--- src/rtl/mem_port_arbiter_pkg.sv ---
// Shared definitions for the two-client MEM port arbiter.
// Holds the default word/address widths (matching MEM), the client index
// type and the read/write op encoding used on the weN inputs.
package mem_port_arbiter_pkg;

    localparam int unsigned WORD_DEF    = 8;
    localparam int unsigned LEN_POW_DEF = 3;

    // Client index: 0 = client 0, 1 = client 1.
    typedef logic client_t;

    localparam logic OP_READ  = 1'b0;
    localparam logic OP_WRITE = 1'b1;

endpackage

--- src/rtl/mem_port_arbiter_rr_arb2.sv ---
// Two-requester arbiter with a one-bit round-robin pointer.
// Config macro: MEM_ARB_FIXED_PRIORITY_EN (defined: requester 0 always wins,
// no pointer register).
// Ports:
//   clk, rst  clock and asynchronous active-high reset
//   req       one bit per requester
//   block     suppresses the grant this cycle (pointer then holds)
//   cand      one-hot winner before blocking
//   gnt       one-hot final grant (cand masked by block)
module rr_arb2 (
    input  logic       clk,
    input  logic       rst,
    input  logic [1:0] req,
    input  logic       block,
    output logic [1:0] cand,
    output logic [1:0] gnt
);

`ifdef MEM_ARB_FIXED_PRIORITY_EN
    logic unused_clk_rst;
    assign unused_clk_rst = clk ^ rst;

    // Requester 0 wins any contention.
    always_comb begin
        cand = 2'b00;
        if (req[0]) begin
            cand = 2'b01;
        end else if (req[1]) begin
            cand = 2'b10;
        end
    end
`else
    // ptr = index of the requester preferred on the next contention.
    logic ptr;

    always_comb begin
        cand = req;
        if (req == 2'b11) begin
            cand = ptr ? 2'b10 : 2'b01;
        end
    end

    // After any grant the other requester becomes preferred.
    always_ff @(posedge clk or posedge rst) begin
        if (rst) begin
            ptr <= 1'b0;
        end else if (|gnt) begin
            ptr <= gnt[0];
        end
    end
`endif

    assign gnt = cand & {2{~block}};

endmodule

--- src/rtl/mem_port_arbiter.sv ---
// Shares MEM's single write port and single read port between two clients.
// A write and a read may issue in the same cycle; a read that targets the
// address being written that cycle is held off one cycle so it returns the
// new data. Read data comes back one cycle after the grant with rvalidN.
// Config macro: MEM_ARB_FIXED_PRIORITY_EN (client 0 always wins contention).
// Ports:
//   clk, rst                clock, asynchronous active-high reset
//   req/we/addr/wdata 0,1   client requests (we: 1 = write, 0 = read)
//   gnt0, gnt1              combinational grants
//   rvalid0, rvalid1        registered read-return strobes
//   rdata                   read data bus (MEM read word passed through)
//   mem_ena, mem_w_addr, mem_w_word, mem_r_addr, mem_r_word   MEM interface
module mem_port_arbiter
    import mem_port_arbiter_pkg::*;
#(
    parameter int unsigned WORD    = WORD_DEF,
    parameter int unsigned LEN_POW = LEN_POW_DEF
) (
    input  logic               clk,
    input  logic               rst,
    input  logic               req0,
    input  logic               req1,
    input  logic               we0,
    input  logic               we1,
    input  logic [LEN_POW-1:0] addr0,
    input  logic [LEN_POW-1:0] addr1,
    input  logic [WORD-1:0]    wdata0,
    input  logic [WORD-1:0]    wdata1,
    output logic               gnt0,
    output logic               gnt1,
    output logic               rvalid0,
    output logic               rvalid1,
    output logic [WORD-1:0]    rdata,
    output logic               mem_ena,
    output logic [LEN_POW-1:0] mem_w_addr,
    output logic [WORD-1:0]    mem_w_word,
    output logic [LEN_POW-1:0] mem_r_addr,
    input  logic [WORD-1:0]    mem_r_word
);

    logic [1:0]         w_req, r_req;
    logic [1:0]         w_cand, w_gnt, r_cand, r_gnt;
    client_t            w_win, r_win;
    logic [LEN_POW-1:0] w_addr_sel, r_addr_sel;
    logic [WORD-1:0]    w_word_sel;
    logic [LEN_POW-1:0] w_addr_q, r_addr_q;
    logic [WORD-1:0]    w_word_q;
    logic               hazard;

    // Split requests by op; nothing is requested while in reset.
    always_comb begin
        w_req = 2'b00;
        r_req = 2'b00;
        if (!rst) begin
            w_req = {req1 && (we1 == OP_WRITE), req0 && (we0 == OP_WRITE)};
            r_req = {req1 && (we1 == OP_READ),  req0 && (we0 == OP_READ)};
        end
    end

    rr_arb2 u_w_arb (
        .clk   (clk),
        .rst   (rst),
        .req   (w_req),
        .block (1'b0),
        .cand  (w_cand),
        .gnt   (w_gnt)
    );

    rr_arb2 u_r_arb (
        .clk   (clk),
        .rst   (rst),
        .req   (r_req),
        .block (hazard),
        .cand  (r_cand),
        .gnt   (r_gnt)
    );

    // Winner muxes for both ports.
    always_comb begin
        w_win      = client_t'(w_cand[1]);
        r_win      = client_t'(r_cand[1]);
        w_addr_sel = (w_win == 1'b1) ? addr1  : addr0;
        w_word_sel = (w_win == 1'b1) ? wdata1 : wdata0;
        r_addr_sel = (r_win == 1'b1) ? addr1  : addr0;
    end

    // Same-address read and write in one cycle: the read waits a cycle.
    assign hazard = (|w_gnt) && (|r_cand) && (r_addr_sel == w_addr_sel);

    assign gnt0    = w_gnt[0] | r_gnt[0];
    assign gnt1    = w_gnt[1] | r_gnt[1];
    assign mem_ena = |w_gnt;

    // MEM addresses follow the winner and otherwise hold their last value.
    assign mem_w_addr = (|w_gnt) ? w_addr_sel : w_addr_q;
    assign mem_w_word = (|w_gnt) ? w_word_sel : w_word_q;
    assign mem_r_addr = (|r_gnt) ? r_addr_sel : r_addr_q;
    assign rdata      = mem_r_word;

    // Held MEM drive values and the one-cycle read-return strobes.
    always_ff @(posedge clk or posedge rst) begin
        if (rst) begin
            w_addr_q <= '0;
            w_word_q <= '0;
            r_addr_q <= '0;
            rvalid0  <= 1'b0;
            rvalid1  <= 1'b0;
        end else begin
            rvalid0 <= r_gnt[0];
            rvalid1 <= r_gnt[1];
            if (|w_gnt) begin
                w_addr_q <= w_addr_sel;
                w_word_q <= w_word_sel;
            end
            if (|r_gnt) begin
                r_addr_q <= r_addr_sel;
            end
        end
    end

endmodule

--- config.mk ---
export PLATFORM = sky130hd
export DESIGN_NAME = mem_port_arbiter
export DESIGN_NICKNAME = d
export VERILOG_FILES = /design/src/rtl/mem_port_arbiter_pkg.sv /design/src/rtl/mem_port_arbiter_rr_arb2.sv /design/src/rtl/mem_port_arbiter.sv
export SDC_FILE = /design/constraint.sdc
export NUM_CORES = 1
export LEC_CHECK = 0
export CELL_PAD_IN_SITES_DETAIL_PLACEMENT = 1
export CELL_PAD_IN_SITES_GLOBAL_PLACEMENT = 1
export CORE_ASPECT_RATIO = 1.25
export CORE_MARGIN = 2
export CORE_UTILIZATION = 25
export DETAILED_ROUTE_END_ITERATION = 10
export PLACE_DENSITY_LB_ADDON = 0.1
export SYNTH_ARGS = -nofsm -noshare
export SYNTH_HDL_FRONTEND = slang
export SYNTH_SLANG_ARGS = --single-unit
--- constraint.sdc ---
create_clock -name clk -period 2.25 [get_ports clk]
set_input_delay 0.45 -clock clk [delete_from_list [all_inputs] [get_ports clk]]
set_output_delay 0.45 -clock clk [all_outputs]
set_load 0.05 [all_outputs]
==> results of run 1 <==
## where the power goes
part           switching (uW)  total [uW]  internal (uW)
sequential               18.7         397            378
combinational             380         770            390
clock                     115         271            156
## how the worst max path moves through the flow
| stage | endpoint | from | cells past startpoint |
|---|---|---|---|
| 6_report | mem_r_addr[1] | we0 | 5 |
| 5_1_grt | mem_r_addr[1] | u_r_arb.ptr | 5 |
| 4_1_cts | mem_r_addr[1] | u_r_arb.ptr | 5 |
| 3_5_place_dp | mem_r_addr[1] | we1 | 6 |
| 3_3_place_gp | mem_r_addr[1] | we1 | 6 |
| 2_1_floorplan | mem_w_word[2] | req0 | 5 |
## cell usage after synthesis
cell type	n	share of area (%)
o2bb2ai_1	1	0.90
nand3_1	2	1.0
dfrtp_1	18	46
or4_1	1	0.77
a21oi_2	1	0.90
xnor2_1	3	2.7
a2bb2oi_2	1	1.5
xor2_1	1	0.90
nor2b_1	6	3.9
nand2_1	15	5.8
inv_1	3	1.2
and2_1	1	0.64
o311ai_2	1	1.7
o21bai_1	2	1.5
o21a_1	1	0.77
buf_2	3	1.5
clkbuf_1	1	0.39
nor2_1	8	3.1
a31oi_1	7	4.5
a221o_1	5	5.1
o22a_1	6	5.4
and3b_2	1	1.0
o21ai_1	1	0.51
inv_2	1	0.39
and3b_1	1	0.90
buf_4	8	6.2
a21oi_1	1	0.51
## logic make-up after synthesis
logic type,count (synthesis),synth area share [%]
simple gates,35,17.1
compound gates,27,23.4
flops,18,46.3
buf+inv,16,9.64
xor+xnor,4,3.60
## metal layers
metal  wire length [um]  vias up
li1                   -      500
met5                  0        -
met4                 40        0
met3                147        4
met1               1360      520
met2               2030       22
## metrics by stage
step / hold WS [ps] / worst slack, ps / cells / utilization [%] / area, um^2
2_1_floorplan: 397 / -134 / 100 / - / 1030
3_3_place_gp: 481 / -474 / 200 / 48.7 / 1830
3_5_place_dp: 494 / -513 / 200 / 48.7 / 1830
4_1_cts: 507 / -214 / 212 / 54.7 / 2050
5_1_grt: 556 / -190 / 216 / 56.6 / 2120
6_report: 523 / -145 / 216 / 56.6 / 2120
## area by class of cell
| cell class | count | area share [%] |
|---|---|---|
| clock buffer | 4 | 2.59 |
| inverter | 4 | 0.707 |
| multi-input combinational | 66 | 28.2 |
| sequential | 18 | 21.2 |
| tap | 40 | 2.36 |
| timing repair buffer | 84 | 44.9 |
## state kept, by name, summed over array words and instances, names as in the netlist
register,flops
w_word_q,8
r_addr_q,3
rvalid1,1
u_r_arb.ptr,1
w_addr_q,3
rvalid0,1
u_w_arb.ptr,1
## worst max-delay path: stages
cell and delay [ps]:
dlygate4sd2_1 280, or4_4 580, o22a_1 230, o22a_1 240
buf_12 160
## repair_timing
| item | in CTS | in global routing |
|---|---|---|
| cloned | 1 | 0 |
| setup endpoints to repair | 16 | 16 |
| buffers inserted | 7 | 4 |
| resized for setup | 37 | 9 |
| pin swaps | 17 | 13 |
==> impl_metrics.csv, run 1 <==
group,metric,value,unit
outcome,status,"finished, violations left",
outcome,failed_checks,"negative setup slack",
floorplan,chipWidth,59.8,um
final_layout,seqCellArea,450,um^2
global_route,top_usage_layer,"met2",
drt,num_vias,1046,
global_route,grt_usage,17.3,%
sta,timing.fmax,0.418,GHz
final_layout,drive_gt1_share,48.3,%
global_route,grt_max_degree,19,
pwr,leakage,0.000937,uW
critical_path,r2r_cells,4,
critical_path,r2r_end,"r_addr_q[1]",
drt,first_pass_iters,2,
pwr,power.total,1440,uW
sta,rsz0062_at_grt,"yes",
final_layout,nNetsFinal,213,
yosys,synth_cells,100,
hold_path,holdPathEnd,"u_w_arb.ptr",
yosys,synth.cell_area,973,um^2
sta,slew_viol_final,0,
global_route,met1_usage,19.2,%
floorplan,dieArea,0.00441,mm^2
yosys,ys_ff_latch,18,
floorplan,core_area,0.00375,mm^2
drt,drt_iter0_drc,17,
global_route,use_met2,31.4,%
drt,totalWireLength,3580,um
global_route,antenna_found_initial,0,
clock_tree,path_clk_slew,70,ps
clock_tree,cts_tree,"built",
drt,post_drt_wl_per_cell,16.6,um
floorplan,chipHeight,73.8,um
placement,io_buffers,46,
critical_path,r2r_start,"u_r_arb.ptr",
critical_path,worstPathMaxFanout,6,
final_layout,synthToLayoutAreaGrowth,118,%
floorplan,io_pins,63,
global_route,overflow,0,
yosys,synth_cell_type_count,27,
critical_path,ff2ff_setup_slack,620,ps
global_route,grt_util_met3,2.82,%
drt,via_per_inst,4.84,
run,cap_viol_max_count,0,
critical_path,end_kind,"output port",
final_layout,layout_common_cells,"buf_4, clkdlybuf4s50_1, buf_12, dfrtp_1, nand2_1",
global_route,grt_pass1_wl,5550,um
final_layout,multiInputGateArea,599,um^2
sta,fin_skew,3.89,ps
sta,relSlewSlack,65.2,%
critical_path,critPathLaunchType,"primary input",
critical_path,worstSetupPathType,"in -> out",
global_route,grt_pass1_vias,1131,
clock_tree,hold_buffers,0,
sta,worst_slew_pin_slew,520,ps
drt,drc,0,
critical_path,cp.required,1800,ps
critical_path,crit_arrival,1940,ps
floorplan,rows,25,
sta,period_minus_slack,2390,ps
yosys,synth_seq_area_share,46.3,%
final_layout,num-fill-cells,399,
clock_tree,clkSinkCount,18,
sta,tns,-450,ps
sta,setup_viol,4,
final_layout,insertedDiodeCount,0,
clock_tree,htree_levels,1,
pwr,ir_drop,0.454,mV
pwr,powerDensity,677,mW/mm^2
yosys,postSynthAreaPerCell,9.73,um^2
clock_tree,worstSkewPairLatency,260,ps
drt,antenna_left,0,
hold_path,min-delay-start,"u_w_arb.ptr",
placement,place.detailed.hpwl,2560,um
clock_tree,root_buffer,"clkbuf_8",
clock_tree,numCtsBuffers,3,
floorplan,start_util,25.9,%
placement,gp_congestion,0.669,
final_layout,mostFrequentLayoutCell,"buf_4",
sta,fin_crit_sh,106,%
sta,finalWorstSetupSlack,-145,ps
clock_tree,clockBufferDepth,2,
hold_path,min_path_cells,1,
sta,hold_viol,0,
yosys,syn-num-nets,136,
yosys,yosysWarnings,0,
hold_path,hp-class,"reg -> reg",
Note: power is estimated with default switching activity, not from simulation.
==> run 2, diff against run 1 <==
==> constraint.sdc (replaced) <==
create_clock -name clk -period 2.25 [get_ports clk]
set_input_delay 0.225 -clock clk [delete_from_list [all_inputs] [get_ports clk]]
set_output_delay 0.225 -clock clk [all_outputs]
set_load 0.05 [all_outputs]
==> impl_metrics.csv, run 2 (synthesized netlist as in run 1, its figures left out) <==
group,metric,value,unit
placement,place_ws,-145,ps
global_route,overflow,0,
clock_tree,clockBufferDepth,2,
floorplan,rows,25,
global_route,antenna_found_initial,0,
drt,post_drt_wl_per_cell,15.5,um
critical_path,cp_cell_sequence,"clkdlybuf4s50_1, and3b_1, or4_4, o22a_1, o22a_1, buf_12",
placement,place.detailed.hpwl,2370,um
sta,period_minus_slack,2190,ps
floorplan,chipWidth,59.8,um
floorplan,io_pins,63,
critical_path,critical_path.most_common_cell,"o22a_1",
drt,drc,0,
hold_path,hp-class,"in -> reg",
sta,setup_viol,0,
critical_path,cp.required,2030,ps
drt,first_pass_iters,4,
drt,num_vias,943,
pwr,powerDensity,750,mW/mm^2
critical_path,r2r_start,"u_r_arb.ptr",
final_layout,nNetsFinal,191,
sta,slew_viol_final,0,
clock_tree,numCtsBuffers,3,
global_route,grt_pass1_vias,1025,
global_route,grt_pass1_wl,4840,um
sta,worst_slew_pin_slew,504,ps
placement,gp_congestion,0.670,
critical_path,end_kind,"output port",
clock_tree,hold_buffers,0,
floorplan,start_util,25.9,%
critical_path,worstPathMaxFanout,6,
final_layout,largest_register_ffs,8,
clock_tree,clkSinkCount,18,
final_layout,drive_gt1_share,29.2,%
global_route,grt_max_degree,19,
pwr,ir_drop,0.364,mV
clock_tree,htree_levels,1,
final_layout,multiInputGateArea,449,um^2
final_layout,final_cell_area,0.00177,mm^2
floorplan,core_area,0.00375,mm^2
sta,fin_skew,3.98,ps
sta,timing.fmax,0.457,GHz
global_route,grt_usage,14.8,%
sta,relSlewSlack,66.3,%
drt,totalWireLength,3000,um
critical_path,worstSetupPathType,"in -> out",
final_layout,reg_top3,"w_word_q (8), r_addr_q (3), w_addr_q (3)",
final_layout,seqCellArea,450,um^2
final_layout,synthToLayoutAreaGrowth,82.0,%
final_layout,mostFrequentLayoutCell,"clkdlybuf4s50_1",
placement,dpl_cell_area,0.00168,mm^2
drt,via_per_inst,4.86,
clock_tree,cts_tree,"built",
final_layout,insertedDiodeCount,0,
drt,drt_iter0_drc,32,
critical_path,startpoint,"req1",
critical_path,slowest_delay,470,ps
outcome,status,"finished clean",
sta,finalWorstSetupSlack,62.7,ps
sta,fin_crit_sh,97.2,%
critical_path,critPathLaunchType,"primary input",
placement,io_buffers,46,
final_layout,num-fill-cells,413,
sta,whs,409,ps
hold_path,min-delay-start,"req0",
critical_path,crit_slowest_cell,"or4_4",
clock_tree,path_clk_slew,70,ps
clock_tree,worstSkewPairLatency,250,ps
clock_tree,root_buffer,"clkbuf_8",
final_layout,layout_common_cells,"clkdlybuf4s50_1, dfrtp_1, buf_12, buf_4, nand2_1",
sta,hold_viol,0,
critical_path,crit_arrival,1960,ps
run,cap_viol_max_count,0,
final_layout,regMostFlops,"w_word_q",
floorplan,chipHeight,73.8,um
pwr,leakage,0.000775,uW
drt,antenna_left,0,
floorplan,dieArea,0.00441,mm^2
-- run 2: cell count changes in the layout (fill, tap and decap cells not counted), moves of 5 or more --
cell,delta
dlygate4sd2_1,-5
a31oi_1,+6
buf_4,-15
a31oi_4,-6
clkdlybuf4s50_1,+9
buf_6,-5
-- run 2: stage by stage --
stage	total power (uW)	TNS, ps	cells	util, %
after floorplan	750	0	100	-
after global placement	1050	-362	188	44.8
after detailed placement	1060	-505	188	44.8
after CTS	1340	0	192	46.3
after global routing	1390	-0.665	194	47.2
final	1330	0	194	47.2
-- run 2: path summary, 6_finish.rpt --
path	slack, ps	cells after the start	endpoint
max in group asynchronous	1510	4	u_r_arb.ptr
hold reg to reg	500	1	u_w_arb.ptr
min in group asynchronous	550	4	w_addr_q[1]
setup / recovery	60	6	mem_r_addr[1]
hold / removal	410	3	u_w_arb.ptr
setup reg to reg	600	4	r_addr_q[1]
-- run 2: final cells by class --
cell class / instances / area share (%)
repair buffers: 62 / 42.4
flip-flops and latches: 18 / 25.4
multi-input cells: 66 / 25.4
clock buffers: 4 / 3.11
well taps: 40 / 2.82
inverters: 4 / 0.847
-- run 2: per-layer routing --
metal	share of wire [%]	GRT usage [%]	vias up	wire, um
met4	1.9	6.17	0	56
met5	0	0	-	0
met1	39	16.7	461	1180
met2	55	25.8	24	1640
li1	-	-	452	-
met3	4.3	3.70	6	129
-- run 2: what timing repair did --
item,CTS,global route
gates resized for setup,2,4
setup buffers,0,2
hold endpoints to repair,0,0
setup endpoints to repair,4,10
-- run 2: power by group --
group / switching [uW] / internal, uW / leakage, uW
logic: 340 / 328 / 0.000537
clock network: 108 / 155 / 0.0000288
registers: 19.6 / 379 / 0.000209
-- run 2: worst max-delay path, delay by kind of cell --
family / cells / cell delay, ps
buf+inv: 2 / 620
simple gates: 2 / 660
compound gates: 2 / 460
==> run 3, diff against run 2 <==
--- a/config.mk
+++ b/config.mk
@@ -12,6 +12,7 @@
 export CORE_UTILIZATION = 25
 export DETAILED_ROUTE_END_ITERATION = 10
 export PLACE_DENSITY_LB_ADDON = 0.1
+export SETUP_SLACK_MARGIN = 0.2
 export SYNTH_ARGS = -nofsm -noshare
 export SYNTH_HDL_FRONTEND = slang
 export SYNTH_SLANG_ARGS = --single-unit
==> impl_metrics.csv, run 3 (synthesized netlist as in run 1, its figures left out) <==
group,metric,value,unit
placement,gp_congestion,0.674,
drt,num_vias,980,
final_layout,drive_gt1_share,35.0,%
sta,worst_slew_pin_slew,509,ps
final_layout,mostFrequentLayoutCell,"clkdlybuf4s50_1",
floorplan,rows,25,
global_route,grt_pass1_wl,5000,um
pwr,leakage,0.000808,uW
final_layout,seqCellArea,450,um^2
floorplan,io_pins,63,
sta,tns,0,ps
clock_tree,cts_tree,"built",
drt,antenna_left,0,
sta,relSlewSlack,66.0,%
sta,setup_viol,0,
global_route,grt_pass1_vias,1065,
final_layout,num-fill-cells,429,
global_route,grt_util_met3,2.64,%
floorplan,core_area,0.00375,mm^2
sta,timing.fmax,0.469,GHz
placement,place.detailed.hpwl,2320,um
sta,fin_skew,3.92,ps
critical_path,end_kind,"output port",
drt,drt_iter0_drc,18,
global_route,grt_max_degree,19,
clock_tree,worstSkewPairLatency,250,ps
critical_path,critical_path.most_common_cell,"o22a_1",
critical_path,critPathLaunchType,"flip-flop",
final_layout,regMostFlops,"w_word_q",
sta,hold_viol,0,
global_route,met1_usage,17.5,%
critical_path,cp.required,2030,ps
final_layout,layout_common_cells,"clkdlybuf4s50_1, buf_12, dfrtp_1, buf_4, nand2_1",
outcome,status,"finished clean",
clock_tree,path_clk_slew,70,ps
critical_path,worstSetupPathType,"reg -> out",
critical_path,crit_slowest_cell,"or4_4",
sta,fin_crit_sh,94.8,%
sta,rsz0062_at_grt,"yes",
floorplan,start_util,25.9,%
hold_path,hp-class,"in -> async",
drt,via_per_inst,4.97,
final_layout,synthToLayoutAreaGrowth,91.3,%
final_layout,final_cell_area,0.00186,mm^2
global_route,use_met2,26.4,%
critical_path,cp_num_buf_inv,1,
pwr,ir_drop,0.354,mV
floorplan,dieArea,0.00441,mm^2
critical_path,crit_family,"simple AND/OR/NAND/NOR gates",
critical_path,crit_arrival,1910,ps
critical_path,slowest_delay,470,ps
drt,post_drt_wl_per_cell,15.7,um
global_route,antenna_found_initial,0,
sta,slew_viol_final,0,
placement,io_buffers,46,
sta,period_minus_slack,2130,ps
global_route,overflow,0,
final_layout,reg_top3,"w_word_q (8), r_addr_q (3), w_addr_q (3)",
global_route,top_usage_layer,"met2",
critical_path,worstPathMaxFanout,6,
final_layout,nNetsFinal,194,
placement,dp_cells,192,
clock_tree,numCtsBuffers,3,
final_layout,largest_register_ffs,8,
clock_tree,clockBufferDepth,2,
clock_tree,root_buffer,"clkbuf_8",
run,cap_viol_max_count,0,
drt,first_pass_iters,2,
floorplan,chipHeight,73.8,um
drt,drc,0,
clock_tree,clkSinkCount,18,
final_layout,final_cells,197,
pwr,powerDensity,730,mW/mm^2
placement,dpl_cell_area,0.00173,mm^2
floorplan,chipWidth,59.8,um
drt,totalWireLength,3100,um
final_layout,insertedDiodeCount,0,
global_route,grt_usage,14.9,%
clock_tree,htree_levels,1,
critical_path,cp_cell_sequence,"and3b_1, or4_4, o22a_1, o22a_1, buf_12",
clock_tree,hold_buffers,0,
final_layout,multiInputGateArea,504,um^2
[run 3: changes by cell type in the layout (fill, tap and decap cells not counted), sizes merged]
| cell | change |
|---|---|
| buf | +3 |
| clkdlybuf4s50 | -3 |
| dlygate4sd2 | +3 |
[run 3: repair_timing]
item                                   4_1_cts  5_1_grt
endpoints found under the hold margin        0        0
setup endpoints to repair                   15       16
resized for setup                           10       10
pin swaps                                    3        3
setup buffers                                1        0
[run 3: per-stage QoR]
| step | util (%) | setup WS, ps | power, uW | hold WS [ps] |
|---|---|---|---|---|
| final | 49.6 | 118 | 1360 | 346 |
| after global routing | 49.6 | 43.3 | 1430 | 363 |
| after CTS | 48.1 | 101 | 1350 | 339 |
| after detailed placement | 46.0 | -60.9 | 1070 | 450 |
| after global placement | 46.0 | -23.8 | 1060 | 450 |
| after floorplan | - | 126 | 751 | 172 |
[run 3: area by class of cell]
type | instances | area share [%]
Tap cell | 40 | 2.69
Sequential cell | 18 | 24.2
Timing Repair Buffer | 65 | 42.3
Inverter | 4 | 0.806
Multi-Input combinational cell | 66 | 27.1
Clock buffer | 4 | 2.96
[run 3: worst register-to-register path, delay by kind of cell, from the launching register on]
kind	cells	cell delay, ps
DFF	1	380
AOI/OAI and AO/OA	2	470
and+or+nand+nor	2	650
[run 3: where the power goes]
part / internal, uW / switching [uW]
clock: 155 / 113
combinational: 341 / 351
sequential: 378 / 20.3
[run 3: layer usage]
metal | vias up | part of all wire, %
li1 | 458 | -
met1 | 492 | 39
met2 | 26 | 55
met3 | 4 | 4.4
met4 | 0 | 1.6
met5 | - | 0
[run 3: final timing paths]
| kind | to | startpoint | slack, ps | cells after the start |
|---|---|---|---|---|
| worst max-delay path | mem_r_addr[1] | u_r_arb.ptr | 120 | 5 |
| worst min-delay path | r_addr_q[1] | rst | 350 | 4 |
| worst max register to register | r_addr_q[1] | u_r_arb.ptr | 630 | 4 |
| worst min register to register | u_w_arb.ptr | u_w_arb.ptr | 550 | 1 |
| max in group asynchronous | w_word_q[3] | rst | 1710 | 4 |
| min in group clk | rvalid0 | we0 | 420 | 3 |
